==> config.mk <==
export PLATFORM = sky130hd
export DESIGN_NAME = fft_stage_ctrl
export DESIGN_NICKNAME = d
export VERILOG_FILES = /design/src/rtl/fft_consts.sv /design/src/rtl/fft_addr_delay.sv /design/src/rtl/fft_stage_ctrl.sv
export SDC_FILE = /design/constraint.sdc
export NUM_CORES = 1
export LEC_CHECK = 0
export ABC_AREA = 0
export CORE_MARGIN = 2
export CORE_UTILIZATION = 50
export DETAILED_ROUTE_END_ITERATION = 10
export PLACE_DENSITY = 0.79
export REMOVE_ABC_BUFFERS = 1
export SYNTH_ARGS = -nofsm -noshare
export SYNTH_HDL_FRONTEND = slang
export SYNTH_SLANG_ARGS = --single-unit
export TNS_END_PERCENT = 50
==> constraint.sdc <==
create_clock -name clk -period 5.6 [get_ports clk]
set_input_delay 1.12 -clock clk [delete_from_list [all_inputs] [get_ports clk]]
set_output_delay 1.12 -clock clk [all_outputs]
set_load 0.01 [all_outputs]
==> src/rtl/fft_consts.sv <==
// Shared FFT constants and types: fixed-point sample format, sequencer states, default butterfly latency.
package fft_consts;

  localparam int FP_BITS     = 16;
  localparam int FRAC_BITS   = 14;
  localparam int BFU_LATENCY = 4;

  typedef struct packed {
    logic signed [FP_BITS-1:0] re;
    logic signed [FP_BITS-1:0] im;
  } complex_t;

  typedef enum logic [1:0] {
    IDLE,
    ISSUE,
    DRAIN,
    DONE
  } fft_ctrl_state_t;

endpackage

==> src/rtl/fft_addr_delay.sv <==
// Fixed-depth shift register carrying {valid, addr_a, addr_b} from read issue to write-back; DEPTH cycles, no stall.
module fft_addr_delay
  import fft_consts::*;
#(
  parameter int DEPTH = 5,
  parameter int WIDTH = 7
) (
  input  logic             clk,
  input  logic             rst_n,
  input  logic [WIDTH-1:0] din,
  output logic [WIDTH-1:0] dout
);

  logic [WIDTH-1:0] sr [DEPTH];

  // Clearing every tap drops in-flight writes the moment reset asserts.
  always_ff @(posedge clk or negedge rst_n) begin
    if (!rst_n) begin
      for (int i = 0; i < DEPTH; i++) sr[i] <= '0;
    end else begin
      sr[0] <= din;
      for (int i = 1; i < DEPTH; i++) sr[i] <= sr[i-1];
    end
  end

  assign dout = sr[DEPTH-1];

endmodule

==> src/rtl/fft_stage_ctrl.sv <==
// In-place radix-2 DIT FFT sequencer: one butterfly per cycle, L=RD_LAT+BFU_LAT drain between stages, done pulse at end.
// No backpressure; start ignored while busy. Optional cycle counter under FFT_STAGE_CTRL_PERF_EN.
module fft_stage_ctrl
  import fft_consts::*;
#(
  parameter int  N_LOG2  = 3,
  parameter int  RD_LAT  = 1,
  parameter int  BFU_LAT = BFU_LATENCY,
  localparam int SW      = $clog2(N_LOG2 + 1)
) (
  input  logic              clk,
  input  logic              rst_n,
  input  logic              start,
  output logic              busy,
  output logic              done,
  output logic              rd_en,
  output logic [N_LOG2-1:0] rd_addr_a,
  output logic [N_LOG2-1:0] rd_addr_b,
  output logic [N_LOG2-2:0] tw_addr,
  output logic              bfu_en,
  output logic              wr_en,
  output logic [N_LOG2-1:0] wr_addr_a,
  output logic [N_LOG2-1:0] wr_addr_b,
  output logic [SW-1:0]     stage,
  output logic [31:0]       cycle_count
);

  localparam int KW     = N_LOG2 - 1;
  localparam int HALF_N = 1 << KW;
  localparam int L      = RD_LAT + BFU_LAT;
  localparam int LW     = $clog2(L + 1);
  localparam int DW     = 1 + 2 * N_LOG2;

  fft_ctrl_state_t state;
  logic [KW-1:0]   k;
  logic [LW-1:0]   dcnt;

  // Returns {addr_a, addr_b, tw} for butterfly k of stage s.
  function automatic logic [2*N_LOG2+KW-1:0] bfly_addr(input logic [SW-1:0] s,
                                                        input logic [KW-1:0] kk);
    logic [N_LOG2-1:0] half, j, g, a;
    logic [KW-1:0]     tw;
    half = N_LOG2'(1) << s;
    j    = {1'b0, kk} & (half - N_LOG2'(1));
    g    = {1'b0, kk} >> s;
    a    = (g << (s + SW'(1))) | j;
    tw   = KW'(j << (KW - int'(s)));
    return {a, a + half, tw};
  endfunction

  always_ff @(posedge clk or negedge rst_n) begin
    if (!rst_n) begin
      state     <= IDLE;
      stage     <= '0;
      k         <= '0;
      dcnt      <= '0;
      busy      <= 1'b0;
      done      <= 1'b0;
      rd_en     <= 1'b0;
      bfu_en    <= 1'b0;
      rd_addr_a <= '0;
      rd_addr_b <= '0;
      tw_addr   <= '0;
    end else begin
      case (state)
        IDLE: begin
          if (start) begin
            state  <= ISSUE;
            stage  <= '0;
            k      <= '0;
            busy   <= 1'b1;
            rd_en  <= 1'b1;
            bfu_en <= 1'b1;
            {rd_addr_a, rd_addr_b, tw_addr} <= bfly_addr('0, '0);
          end
        end
        ISSUE: begin
          if (k == KW'(HALF_N - 1)) begin
            state <= DRAIN;
            dcnt  <= '0;
            rd_en <= 1'b0;
          end else begin
            k <= k + KW'(1);
            {rd_addr_a, rd_addr_b, tw_addr} <= bfly_addr(stage, k + KW'(1));
          end
        end
        DRAIN: begin
          if (dcnt == LW'(L - 1)) begin
            if (stage == SW'(N_LOG2 - 1)) begin
              state  <= DONE;
              bfu_en <= 1'b0;
              done   <= 1'b1;
            end else begin
              state <= ISSUE;
              stage <= stage + SW'(1);
              k     <= '0;
              rd_en <= 1'b1;
              {rd_addr_a, rd_addr_b, tw_addr} <= bfly_addr(stage + SW'(1), '0);
            end
          end else begin
            dcnt <= dcnt + LW'(1);
          end
        end
        DONE: begin
          state <= IDLE;
          done  <= 1'b0;
          busy  <= 1'b0;
        end
        default: state <= IDLE;
      endcase
    end
  end

  fft_addr_delay #(
    .DEPTH (L),
    .WIDTH (DW)
  ) u_wb_delay (
    .clk   (clk),
    .rst_n (rst_n),
    .din   ({rd_en, rd_addr_a, rd_addr_b}),
    .dout  ({wr_en, wr_addr_a, wr_addr_b})
  );

`ifdef FFT_STAGE_CTRL_PERF_EN
  always_ff @(posedge clk or negedge rst_n) begin
    if (!rst_n) begin
      cycle_count <= '0;
    end else if (state == IDLE && start) begin
      cycle_count <= '0;
    end else if (busy) begin
      cycle_count <= cycle_count + 32'd1;
    end
  end
`else
  assign cycle_count = '0;
`endif

endmodule

==> impl_metrics.ini <==
[worst_setup_path]
r2r-start = stage[0]$_DFFE_PN0P_
critPathArrivalTime_ns = 2.94
r2r_slack_ns = 2.90
worst_ep_required_time_ns = 5.84
crit_type = reg2reg
cp_top_family = adder cells
r2r-end = rd_addr_b[2]$_DFFE_PN0P_
cp-end-kind = flip-flop
crit_slowest_cell = dfrtp_1
crit_chain = inv_1 > ha_1 > inv_1 > a41o_1 > ha_1 > inv_1 > fa_1 > xnor2_1 > o211ai_1 > and3b_1 > o2bb2ai_1
startpoint_type = flip-flop
crit_top_cell = inv_1
worstRegToRegCells = 11
max_stage_delay_ns = 0.57
critPathMaxFanout = 11
worst-path-buf-inv = 3

[floorplanning]
rows = 26
start_util = 0.510
fp.dieArea_mm2 = 0.00570
fp.dieW_um = 75.5
die-height_um = 75.5
pin_count = 56
core-area_mm2 = 0.00501

[worst_hold_path]
hp-start = u_wb_delay.sr[30]$_DFF_PN0_
holdPathStages = 0
min_to = u_wb_delay.sr[23]$_DFF_PN0_
hold_class = reg2reg

[routing]
vias = 1497
drc_errors = 0
vias_per_cell = 4.91
wire_per_inst_um = 12.6
ant_nets = 0
first_pass_iters = 4
drtIter0Drc = 81
routed_wl_um = 3840

[cts]
cts_setup_buffers = 0
cts_tree = yes
cts_buffers = 5
cts_hold_buf = 0
htree_levels = 2
cts-resized-gates = 0
clk_pin_slew_ns = 0.10
clk_path_buf_depth = 2
clkLatencyLatePin_ns = 0.31
cts.sink_count = 56
clockRootBuffer = clkbuf_8

[logic_synthesis]
synth_top_family_by_area = buffers and inverters
yosysTopAreaCellShare = 0.548
synth_compound_area_frac = 0.0993
synth_simple_gate_area_share = 0.0812
yosys.area.top_type = dfrtp_1
synth-async-reset-ratio = 1.00
ys_top_cells_by_area = dfrtp_1 (55%), buf_4 (11%), ha_1 (6.4%), mux2_2 (3.1%), inv_1 (1.9%)
ys_seq_area_frac = 0.548
yosysWarnings = 0
synth-edff-count = 0
ys_types = 40
syn-instance-count = 215
synth_xor_area_frac = 0.0103
synth_adder_area_share = 0.0714
synth_flop_cell = dfrtp_1
synth_mux_area_frac = 0.0465
syn_area_mm2 = 0.00256
synth_area_per_cell_um2 = 11.9
ys_ff_latch = 56

[layout]
fillers = 429
final_util = 0.554
areaGrowthSynthToFinish_pct = 8.56
drive_gt1_frac = 0.0894
nets = 251
diodes = 0
fin_area_mm2 = 0.00278

[global_routing]
grt_pass1_wl_um = 6370
grt_pass1_vias = 1341
met2_usage = 0.225
grt_use_met3 = 0.0542
grt_antenna_before_repair = 0
grt_usage = 0.150
gr-total-overflow = 0
grt_max_degree = 57
use_met1 = 0.203
grt-busiest-layer = met2

[flow_run]
maxCapViolations = 0

[timing]
fin_setup_tns_ns = 0
relSlewSlack = 0.536
hold_viol = 0
skew_ns = 0.00857
report.final.slew_viol_count = 0
finalCriticalPeriod_ns = 2.70
clock.fmax_mhz = 371
worstMarginPinSlew_ns = 0.696
rsz0062_at_grt = no
period_share = 0.481
finalSetupViolCount = 0

[power_and_ir_drop]
peakVddDrop_mv = 0.302
power.leakage_nw = 1.32
power_density_mw_per_mm2 = 519

[placed_design]
hpwlAfterDp_um = 2730
gp_congestion = 0.881
placed_area_mm2 = 0.00268
io_buffer_count = 23

[status]
status = completed
-- stage by stage --
stage / hold WS [ns] / worst slack (ns) / power (mW) / cells
after CTS: 0.356 / 2.93 / 1.45 / 305
after floorplan: 0.331 / 3.13 / 1.02 / 203
after detailed placement: 0.336 / 2.77 / 1.22 / 297
final: 0.354 / 2.90 / 1.44 / 305
after global placement: 0.333 / 2.83 / 1.19 / 297
after global routing: 0.361 / 2.64 / 1.55 / 305
-- report_power, final --
part           internal (mW)  leakage, nW  switching (mW)
sequential             0.523        0.708          0.0745
clock                 0.0919       0.0463           0.133
combinational          0.273        0.562           0.346
-- layer usage --
layer,wire [µm],up-vias
li1,-,693
met1,1710,741
met2,1840,56
met3,238,7
met4,50,0
met5,0,-
-- state kept, by name (all words and copies together), names as in the netlist, 2 cells and up --
signal	count
u_wb_delay.sr	28
u_wb_delay.dout	7
dcnt	3
rd_addr_a	3
rd_addr_b	3
k	2
stage	2
state	2
tw_addr	2
-- synthesized netlist by cell type, drive strengths merged (2+ instances only) --
cell,n
a211oi,2
nor2b,4
nand2b,2
inv,13
a41o,2
dfrtp,56
xnor2,2
ha,13
nand2,11
buf,41
a21oi,8
a22o,2
clkbuf,2
nand4,3
nor3,2
mux2i,4
nor2,5
a221o,2
mux2,7
o21ai,9
nand3,8
a21boi,2
nor4,3
-- how the worst max path moves through the flow --
stage	depth (start not counted)	slack, ns	end	from
CTS	11	2.93	rd_addr_b[2]$_DFFE_PN0P_	stage[0]$_DFFE_PN0P_
finish	11	2.90	rd_addr_b[2]$_DFFE_PN0P_	stage[0]$_DFFE_PN0P_
floorplan	11	3.13	rd_addr_b[2]$_DFFE_PN0P_	stage[0]$_DFFE_PN0P_
global route	11	2.64	rd_addr_b[2]$_DFFE_PN0P_	stage[0]$_DFFE_PN0P_
detailed placement	5	2.77	tw_addr[0]$_DFFE_PN0P_	start
global placement	5	2.83	rd_addr_b[0]$_DFFE_PN0P_	start
-- area by class of cell --
| class | instances | area, µm² | area share |
|---|---|---|---|
| Timing Repair Buffer | 24 | 233 | 0.0838 |
| Tap cell | 70 | 87.6 | 0.0315 |
| Sequential cell | 56 | 1400 | 0.505 |
| Clock inverter | 3 | 27.5 | 0.00991 |
| Multi-Input combinational cell | 134 | 910 | 0.328 |
| Inverter | 13 | 48.8 | 0.0176 |
| Clock buffer | 5 | 68.8 | 0.0248 |
-- kinds of logic after synthesis --
kind of cell,count (synthesis)
buffers and inverters,56
xor gates and xnor gates,3
other,1
and+or+nand+nor,40
AOI/OAI and AO/OA,34
muxes,11
DFF,56
adders and majority gates,14
-- layout by cell type, fill, tap and decap left out, types with 2 or more instances in the layout --
cell type	synthesis	final
a21oi_1	8	8
a221o_1	2	2
a22o_1	2	2
a41o_1	2	2
clkbuf_8	0	5
clkdlybuf4s50_1	0	22
conb_1	1	32
dfrtp_1	56	56
ha_1	13	13
inv_1	13	13
mux2_2	7	7
mux2i_1	4	4
nand2_1	10	10
nand2b_1	2	2
nand3_1	8	8
nand4_1	3	3
nor2_1	5	5
nor2b_1	4	4
nor3_1	2	2
nor4_1	3	3
o21ai_0	9	9
xnor2_1	2	2
Note: power is estimated with default switching activity, not from simulation.
